===== src/rtl/camera_frame_capture_if.sv =====
// Camera parallel byte bus (VSYNC/HREF/D) as seen by the frame-capture block.
// The camera side drives the bus (master); the capture block only observes it (slave).
interface camera_frame_capture_if;
  logic       i_vsync;
  logic       i_href;
  logic [7:0] i_data;

  modport master (output i_vsync, output i_href, output i_data);
  modport slave  (input  i_vsync, input  i_href, input  i_data);
endinterface


===== src/rtl/camera_frame_capture.sv =====
// Single-shot RGB565 frame grabber: waits for a clean frame start, writes every HREF byte
// into the frame RAM, then reports the frame length and holds a ready level until restarted.
module camera_frame_capture #(
  parameter int MAX_BYTES         = 19200,
  parameter int ADDR_W            = 15,
  parameter bit VSYNC_ACTIVE_HIGH = 1'b1
) (
  input  logic                 i_clk,
  input  logic                 i_rst_n,
  input  logic                 i_start,
  camera_frame_capture_if.slave cam,
  output logic [ADDR_W-1:0]    o_RAM_adress,
  output logic [7:0]           o_RAM_data,
  output logic                 o_RAM_we,
  output logic [ADDR_W-1:0]    o_BytesPerFrame,
  output logic [7:0]           o_lines,
  output logic                 o_frame_ready,
  output logic                 o_busy,
  output logic                 o_overflow
);

  typedef enum logic [2:0] {
    ST_IDLE,
    ST_ARM,
    ST_SYNC,
    ST_CAPTURE,
    ST_DONE,
    ST_READY
  } state_e;

  localparam logic [ADDR_W-1:0] MAX_CNT = ADDR_W'(MAX_BYTES);

  state_e            state_q,     state_d;
  logic [ADDR_W-1:0] cnt_q,       cnt_d;
  logic [7:0]        line_cnt_q,  line_cnt_d;
  logic              href_prev_q, href_prev_d;
  logic [ADDR_W-1:0] addr_q,      addr_d;
  logic [7:0]        data_q,      data_d;
  logic              we_q,        we_d;
  logic [ADDR_W-1:0] bytes_q,     bytes_d;
  logic [7:0]        lines_q,     lines_d;
  logic              ready_q,     ready_d;
  logic              busy_q,      busy_d;
  logic              ovf_q,       ovf_d;

  logic blank;
  assign blank = (cam.i_vsync == VSYNC_ACTIVE_HIGH);

  always_comb begin
    // NOTE: every _d gets a default before the case so no path leaves it unassigned (no latches).
    state_d     = state_q;
    cnt_d       = cnt_q;
    line_cnt_d  = line_cnt_q;
    href_prev_d = href_prev_q;
    addr_d      = addr_q;
    data_d      = data_q;
    we_d        = 1'b0;
    bytes_d     = bytes_q;
    lines_d     = lines_q;
    ready_d     = ready_q;
    ovf_d       = ovf_q;

    unique case (state_q)
      ST_IDLE, ST_READY: begin
        if (i_start) begin
          state_d = ST_ARM;
          ready_d = 1'b0;
        end
      end
      // Wait for blanking first so a request never latches onto a frame already in flight.
      ST_ARM: begin
        if (blank) state_d = ST_SYNC;
      end
      ST_SYNC: begin
        if (!blank) begin
          state_d     = ST_CAPTURE;
          cnt_d       = '0;
          line_cnt_d  = '0;
          href_prev_d = 1'b0;
          ovf_d       = 1'b0;
        end
      end
      ST_CAPTURE: begin
        if (blank) begin
          state_d = ST_DONE;
        end else begin
          href_prev_d = cam.i_href;
          if (cam.i_href && !href_prev_q && (line_cnt_q != 8'hFF)) begin
            line_cnt_d = line_cnt_q + 8'd1;
          end
          if (cam.i_href) begin
            if (cnt_q < MAX_CNT) begin
              we_d   = 1'b1;
              addr_d = cnt_q;
              data_d = cam.i_data;
              cnt_d  = cnt_q + 1'b1;
            end else begin
              ovf_d = 1'b1;
            end
          end
        end
      end
      ST_DONE: begin
        bytes_d = cnt_q;
        lines_d = line_cnt_q;
        ready_d = 1'b1;
        state_d = ST_READY;
      end
      default: state_d = ST_IDLE;
    endcase

    busy_d = (state_d != ST_IDLE) && (state_d != ST_READY);
  end

  // NOTE: sequential state uses non-blocking assignments so all flops update from pre-edge values.
  always_ff @(posedge i_clk or negedge i_rst_n) begin
    if (!i_rst_n) begin
      state_q     <= ST_IDLE;
      cnt_q       <= '0;
      line_cnt_q  <= '0;
      href_prev_q <= 1'b0;
      addr_q      <= '0;
      data_q      <= '0;
      we_q        <= 1'b0;
      bytes_q     <= '0;
      lines_q     <= '0;
      ready_q     <= 1'b0;
      busy_q      <= 1'b0;
      ovf_q       <= 1'b0;
    end else begin
      state_q     <= state_d;
      cnt_q       <= cnt_d;
      line_cnt_q  <= line_cnt_d;
      href_prev_q <= href_prev_d;
      addr_q      <= addr_d;
      data_q      <= data_d;
      we_q        <= we_d;
      bytes_q     <= bytes_d;
      lines_q     <= lines_d;
      ready_q     <= ready_d;
      busy_q      <= busy_d;
      ovf_q       <= ovf_d;
    end
  end

  assign o_RAM_adress    = addr_q;
  assign o_RAM_data      = data_q;
  assign o_RAM_we        = we_q;
  assign o_BytesPerFrame = bytes_q;
  assign o_lines         = lines_q;
  assign o_frame_ready   = ready_q;
  assign o_busy          = busy_q;
  assign o_overflow      = ovf_q;

endmodule


===== src/flat_wrapper.sv =====
// flat-port wrapper written by rule: the top's interface ports become plain ports
module camera_frame_capture_flat 
#(
  parameter int MAX_BYTES         = 19200,
  parameter int ADDR_W            = 15,
  parameter bit VSYNC_ACTIVE_HIGH = 1'b1
)
  (i_clk, i_rst_n, i_start, o_RAM_adress, o_RAM_data, o_RAM_we, o_BytesPerFrame, o_lines, o_frame_ready, o_busy, o_overflow, cam_i_vsync, cam_i_href, cam_i_data);
  camera_frame_capture_if cam_i ();
  input  logic i_clk;
  input  logic i_rst_n;
  input  logic i_start;
  output logic [ADDR_W-1:0] o_RAM_adress;
  output logic [7:0] o_RAM_data;
  output logic o_RAM_we;
  output logic [ADDR_W-1:0] o_BytesPerFrame;
  output logic [7:0] o_lines;
  output logic o_frame_ready;
  output logic o_busy;
  output logic o_overflow;
  input wire logic [$bits(cam_i.i_vsync)-1:0] cam_i_vsync;
  input wire logic [$bits(cam_i.i_href)-1:0] cam_i_href;
  input wire logic [$bits(cam_i.i_data)-1:0] cam_i_data;
  assign cam_i.i_vsync = cam_i_vsync;
  assign cam_i.i_href = cam_i_href;
  assign cam_i.i_data = cam_i_data;
  camera_frame_capture #(.MAX_BYTES(MAX_BYTES), .ADDR_W(ADDR_W), .VSYNC_ACTIVE_HIGH(VSYNC_ACTIVE_HIGH)) u_core (.i_clk(i_clk), .i_rst_n(i_rst_n), .i_start(i_start), .cam(cam_i), .o_RAM_adress(o_RAM_adress), .o_RAM_data(o_RAM_data), .o_RAM_we(o_RAM_we), .o_BytesPerFrame(o_BytesPerFrame), .o_lines(o_lines), .o_frame_ready(o_frame_ready), .o_busy(o_busy), .o_overflow(o_overflow));
endmodule

===== config.mk =====
export PLATFORM = sky130hd
export DESIGN_NAME = camera_frame_capture_flat
export DESIGN_NICKNAME = d
export VERILOG_FILES = /design/src/rtl/camera_frame_capture_if.sv /design/src/rtl/camera_frame_capture.sv /design/src/flat_wrapper.sv
export SDC_FILE = /design/constraint.sdc
export NUM_CORES = 1
export LEC_CHECK = 0
export BUFFER_PORTS_ARGS = -buffer_cell sky130_fd_sc_hd__buf_4
export CAP_MARGIN = 20
export CORE_MARGIN = 1
export CORE_UTILIZATION = 43
export CTS_BUF_LIST = sky130_fd_sc_hd__clkbuf_4
export CTS_CLUSTER_SIZE = 25
export DETAILED_ROUTE_END_ITERATION = 6
export SYNTH_ARGS = -nofsm -noshare
export SYNTH_HDL_FRONTEND = slang
export SYNTH_SLANG_ARGS = --single-unit

===== constraint.sdc =====
create_clock -name i_clk -period 2.75 [get_ports i_clk]
set_input_delay 0.275 -clock i_clk [delete_from_list [all_inputs] [get_ports i_clk]]
set_output_delay 0.275 -clock i_clk [all_outputs]
set_load 0.005 [all_outputs]

Word level (Yosys, flattened, before mapping)
Cells that the tools add are included.
{ "word_totals": {"elab_cells": 72, "out_inout_bits": 50, "reg_bits": 77, "input_bits": 13} }
{ "classes": {"order_cmp": 1, "bitwise_logic": 1, "mux": 27, "n_eq_ne": 14, "add_sub_neg": 2, "reduce_logical": 15} }
{ "ops": {"columns": ["op", "count"], "rows": [
  ["15-bit two-way mux", 4],
  ["15-bit one-hot mux with 2 select lines", 1],
  ["8-bit two-way mux", 3],
  ["8-bit one-hot mux with 2 select lines", 1],
  ["15-bit by 1-bit adder with 15-bit output (second input constant)", 1],
  ["15-bit less-than comparator (second input constant)", 1],
  ["3-bit one-hot mux with 5 select lines", 1],
  ["3-bit two-way mux", 4],
  ["1-bit two-way mux", 10],
  ["2-bit inequality test (second input constant)", 5],
  ["5-bit AND reduction", 2],
  ["8-bit by 1-bit adder with 8-bit output (second input constant)", 1],
  ["8-bit inequality test (second input constant)", 1],
  ["4-bit AND reduction", 2],
  ["3-bit by 2-bit == test with 1-bit output (second input constant)", 2],
  ["3-bit == test (second input constant)", 2],
  ["1-bit one-hot mux with 2 select lines", 3],
  ["2-bit by 1-bit inequality test with 1-bit output (second input constant)", 2],
  ["2-bit nonzero test", 2],
  ["3-bit by 1-bit == test with 1-bit output (second input constant)", 1],
  ["1-bit logical AND", 3],
  ["3-bit logical NOT", 1],
  ["3-bit inequality test (second input constant)", 1],
  ["3-bit AND reduction", 1],
  ["5 further kinds", 5]
]} }

Depth between registers and ports, before layout
{ "logic_depth": {"ltp_word": 6, "depth_mapped": 7, "ltp_nobuf": 5} }

Worst setup path before layout
OpenSTA, ideal clock, no wires.
{ "synth_timing": {"kind": "input-to-reg", "from": "input port cam_i_vsync", "to": "register u_core.cnt_q[9]", "setup_time_ns": 0.078, "arrival_ns": 2.009, "path_stages": 6, "slack_ns": 0.663, "required_time_ns": 2.672, "path_buffers": 2, "path_cell_list": "buf_6 > or3b_1 > or4_1 > buf_2 > or4_1 > a21oi_1"} }
{ "synth_via": {"elab_chain_cells": 2, "elab_cells_between_ends": 3, "classes_between": "2 x eq/ne; 1 x reduce/logical"} }
{ "synth_rtl": {"columns": ["element", "line_no", "source"], "rows": [
  ["start: declaration", "flat_wrapper.sv:21", "input wire logic [$bits(cam_i.i_vsync)-1:0] cam_i_vsync;"],
  ["2-bit inequality test (no source line)", null, null],
  ["5-bit AND reduction (no source line) (*)", null, null],
  ["end signal: assignment", "camera_frame_capture.sv:132", "cnt_q <= cnt_d;"],
  ["end: declaration", "camera_frame_capture.sv:34", "logic [ADDR_W-1:0] cnt_q, cnt_d;"]
]} }
Mark *: on every way between the ends. The rest lies on a longest branch, timed or not.
A chain may end at the register's enable or synchronous reset.

Worst setup path after layout
{ "layout_timing": {"from": "register u_core.state_q[2]", "to": "register u_core.cnt_q[9]"} }
{ "layout_via": {"elab_chain_cells": 3, "elab_cells_between_ends": 9, "classes_between": "6 x eq/ne; 1 x mux; 2 x reduce/logical"} }
{ "layout_rtl": {"columns": ["element", "line_no", "source"], "rows": [
  ["start: declaration", "camera_frame_capture.sv:33", "state_e state_q, state_d;"],
  ["start signal: assignment", "camera_frame_capture.sv:131", "state_q <= state_d;"],
  ["3-bit by 2-bit == test with 1-bit output", "camera_frame_capture.sv:63", "unique case (state_q)"],
  ["2-bit by 1-bit inequality test with 1-bit output (no source line), or another cell as far along", null, null],
  ["5-bit AND reduction (no source line)", null, null]
]} }
Several ways; a longest one is shown, not always the timed one.

==> metrics.md <==
| Metric | Value |
|---|---|
| Outcome | finished with violations |
| Failing checks | negative hold slack |
| CTS tree | built |
| CTS sink count | 77 |
| Final min period | 2.32 ns |
| RR Endpoint | u_core.cnt_q[9]$_DFFE_PN0P_ |
| I/O pins | 63 |
| Num rows | 31 |
| Yosys top cell area share | 0.569 |
| RSZ-0062 raised after global routing | no |
| Critical Path Sink | u_core.cnt_q[9]$_DFFE_PN0P_ |
| Register bit total from synthesis | 77 |
| Dpl ws | 0.470 ns |
| Largest stage delay on the critical path | 0.66 ns |
| Ys flop type | dfrtp_1 |
| Drt first pass iters | 4 |
| Arr. time, crit path | 2.66 ns |
| CTS H-tree depth | 3 |
| Vias in the first global route | 2305 |
| Core ar. | 7450 um^2 |
| Max_cap viols | 0 |
| CTS Buffer Depth | 2 |
| ANT cells | 0 |
| Synth unique cells | 46 |
| Worst-path cell chain | or3b_1, or4_1, or4_1, a21oi_1 |
| Placed cell area | 3940 um^2 |
| GP Congestion | 0.762 |
| Actual slew at the worst max-slew pin | 0.933 ns |
| Number of enable flip-flop cells after synthesis | 0 |
| Buffers plus inverters on the worst setup path | 0 |
| Fin. max-slew vios | 0 |
| Clk slew on worst S/H paths | 0.12 ns |
| Final worst slack | 0.427 ns |
| # hold bufs at CTS | 0 |
| Post-synthesis sequential area ratio | 0.569 |
| Vias | 2373 |
| Vias per inst | 5.33 |
| Most frequent cell on the critical path | or4_1 |
| Final hold slack | -0.00554 ns |
| Wirelength per Cell | 14.8 um |
| Post-layout total power | 2910 uW |
| Clock latency at the later pin of the worst-skew pair | 0.41 ns |
| Cell Pwr Density | 714 nW/um^2 |
| Final Setup Violations | 0 |
| Crit path from | u_core.state_q[2]$_DFF_PN0_ |
| Final clock period utilization by the worst path | 0.845 |
| Die Area | 8230 um^2 |
| WP data required | 3.09 ns |
| Setup repair bufs after CTS | 0 |
| Worst min-delay path category | in -> async |
| Crit-path leading delay family | simple AND/OR/NAND/NOR gates |
| Initial DRC count | 97 |
| DRC errors left | 0 |
| PortBufs | 62 |
| Post-route ant nets | 0 |
| Post-Synthesis Cells | 278 |
| Critical path class | reg -> reg |
| Leading area contributor after synthesis | dfrtp_1 |
| Critical Path Slowest Stage Cell | or4_1 |
| Max IR drop VDD | 0.370 mV |
| Die Ht | 90.7 um |
| Setup_tns | 0 ns |
| WP depth | 4 |
| Rel. slew slack | 0.378 |
| Nets | 356 |
| Total grt overflow | 0 |
| CP endpoint kind | register |
| Max Freq | 0.430 GHz |
| Die W | 90.7 um |
| First-pass GRT wire length | 11200 um |
| Leak pwr | 0.00204 uW |
| Worst reg2reg startpoint | u_core.state_q[2]$_DFF_PN0_ |
| PostCTS Resize Cnt | 0 |
| Tot GR Track Use | 0.172 |
| Ys async rst share | 1.00 |
| Cts bufs inserted | 9 |
| Area Growth Syn to Fin | 20.4% |
| Reg2Reg Depth | 4 |
| Net Count, Synth | 293 |
| Reg2Reg Setup Slack | 0.43 ns |
| Final Instance Area | 4080 um^2 |
| Worst-case clock skew | 0.0142 ns |
| Nature of the critical path startpoint | register |
| Syn. warnings | 0 |
| Layout cells sized above 1 | 0.393 |
| Root Buffer | clkbuf_4 |
| Mapped Area | 3390 um^2 |
| Initial antenna violation count | 0 |
| Final Hold Vio Count | 2 |
| DP Wirelength | 4450 um |
| Synth area leaders | dfrtp_1 (57%), mux2_2 (16%), nand2_1 (1.9%) |
| Avg Inst Size Synth | 12.2 um^2 |
| Initial core utilization | 0.455 |
| Crit-path max FO | 13 |
| Final WL | 6580 um |
| End-of-flow core utilization | 0.548 |
| Largest net degree at the start of global routing | 78 |
==> registers in the layout (all words and copies together) (netlist names), 3 cells and up <==
| name | cells |
|---|---|
| u_core.line_cnt_q | 8 |
| u_core.o_lines | 8 |
| u_core.o_RAM_data | 8 |
| u_core.state_q | 3 |
| u_core.o_RAM_adress | 15 |
| u_core.cnt_q | 15 |
| u_core.o_BytesPerFrame | 15 |
==> worst min-delay path by stage <==
stage | depth (start not counted) | to
2_1_floorplan | 0 | u_core.cnt_q[0]$_DFFE_PN0P_
3_3_place_gp | 1 | u_core.o_RAM_adress[8]$_DFFE_PN0P_
3_5_place_dp | 1 | u_core.o_RAM_adress[5]$_DFFE_PN0P_
4_1_cts | 1 | u_core.cnt_q[2]$_DFFE_PN0P_
5_1_grt | 1 | u_core.o_RAM_adress[5]$_DFFE_PN0P_
6_report | 1 | u_core.o_RAM_adress[5]$_DFFE_PN0P_
==> report_power, final <==
part / internal [uW] / switching (uW) / leakage [uW]
clock network: 292 / 378 / 0.0000743
logic: 425 / 350 / 0.000918
registers: 1310 / 156 / 0.00104
==> per-layer routing <==
layer  part of all wire  track usage  routed length (um)  vias up
met4             0.0070       0.0524                  46        0
met3              0.042       0.0480                 277        6
met2               0.48        0.271                3150       52
met5                  0            0                   0        -
met1               0.47        0.229                3100     1164
li1                   -            -                   -     1151
==> layout by cell type, fill, tap and decap left out, types with 2 or more instances in the layout <==
master	count
a21oi_1	12
a221o_1	5
a22o_1	3
and3_1	7
buf_4	66
clkbuf_4	11
clkinv_2	2
dfrtp_1	77
ha_1	2
inv_1	8
mux2_2	47
mux2i_1	5
nand2_1	17
nand2b_1	2
nand3_1	10
nor2_1	12
nor2b_1	2
nor3_1	5
nor3b_1	2
o211a_1	2
o21ai_0	4
o31ai_1	7
or2_2	5
or3_1	2
or4_1	8
==> cells in the mapped netlist, drive strengths merged (2+ instances only) <==
master,instances
nor3,5
nor2b,2
o211a,2
nor3b,2
and3,7
a21oi,12
mux2,47
dfrtp,77
ha,2
or3,2
nand2b,2
nand2,17
a22o,3
inv,8
nand3,10
or2,5
buf,3
mux2i,5
clkbuf,11
or4,8
nor2,12
o21ai,5
o31ai,7
a221o,5
==> through the flow <==
step	hold WS, ns	cells
2_1_floorplan	-0.0206	278
3_3_place_gp	0.489	429
3_5_place_dp	0.491	429
4_1_cts	0.0210	445
5_1_grt	0.0513	445
6_report	-0.00554	445
==> kinds of logic (layout without fill, tap and decap cells) <==
logic type      Yosys count  in the layout  synth area share
simple gates             81             81             0.131
compound gates           43             43            0.0917
fa+ha+maj                 2              2           0.00739
xor+xnor                  1              1           0.00259
flops                    77             77             0.569
mux                      52             52             0.171
buf+inv                  22             90            0.0270
==> layout make-up <==
type / instances / area [um^2]
clock buffer: 11 / 82.6
clock inverter: 5 / 51.3
fill: 675 / 3370
inverter: 8 / 30.0
multi-input combinational: 179 / 1370
sequential: 77 / 1930
tap: 99 / 124
timing repair buffer: 66 / 495
Note: power is estimated with default switching activity, not from simulation.
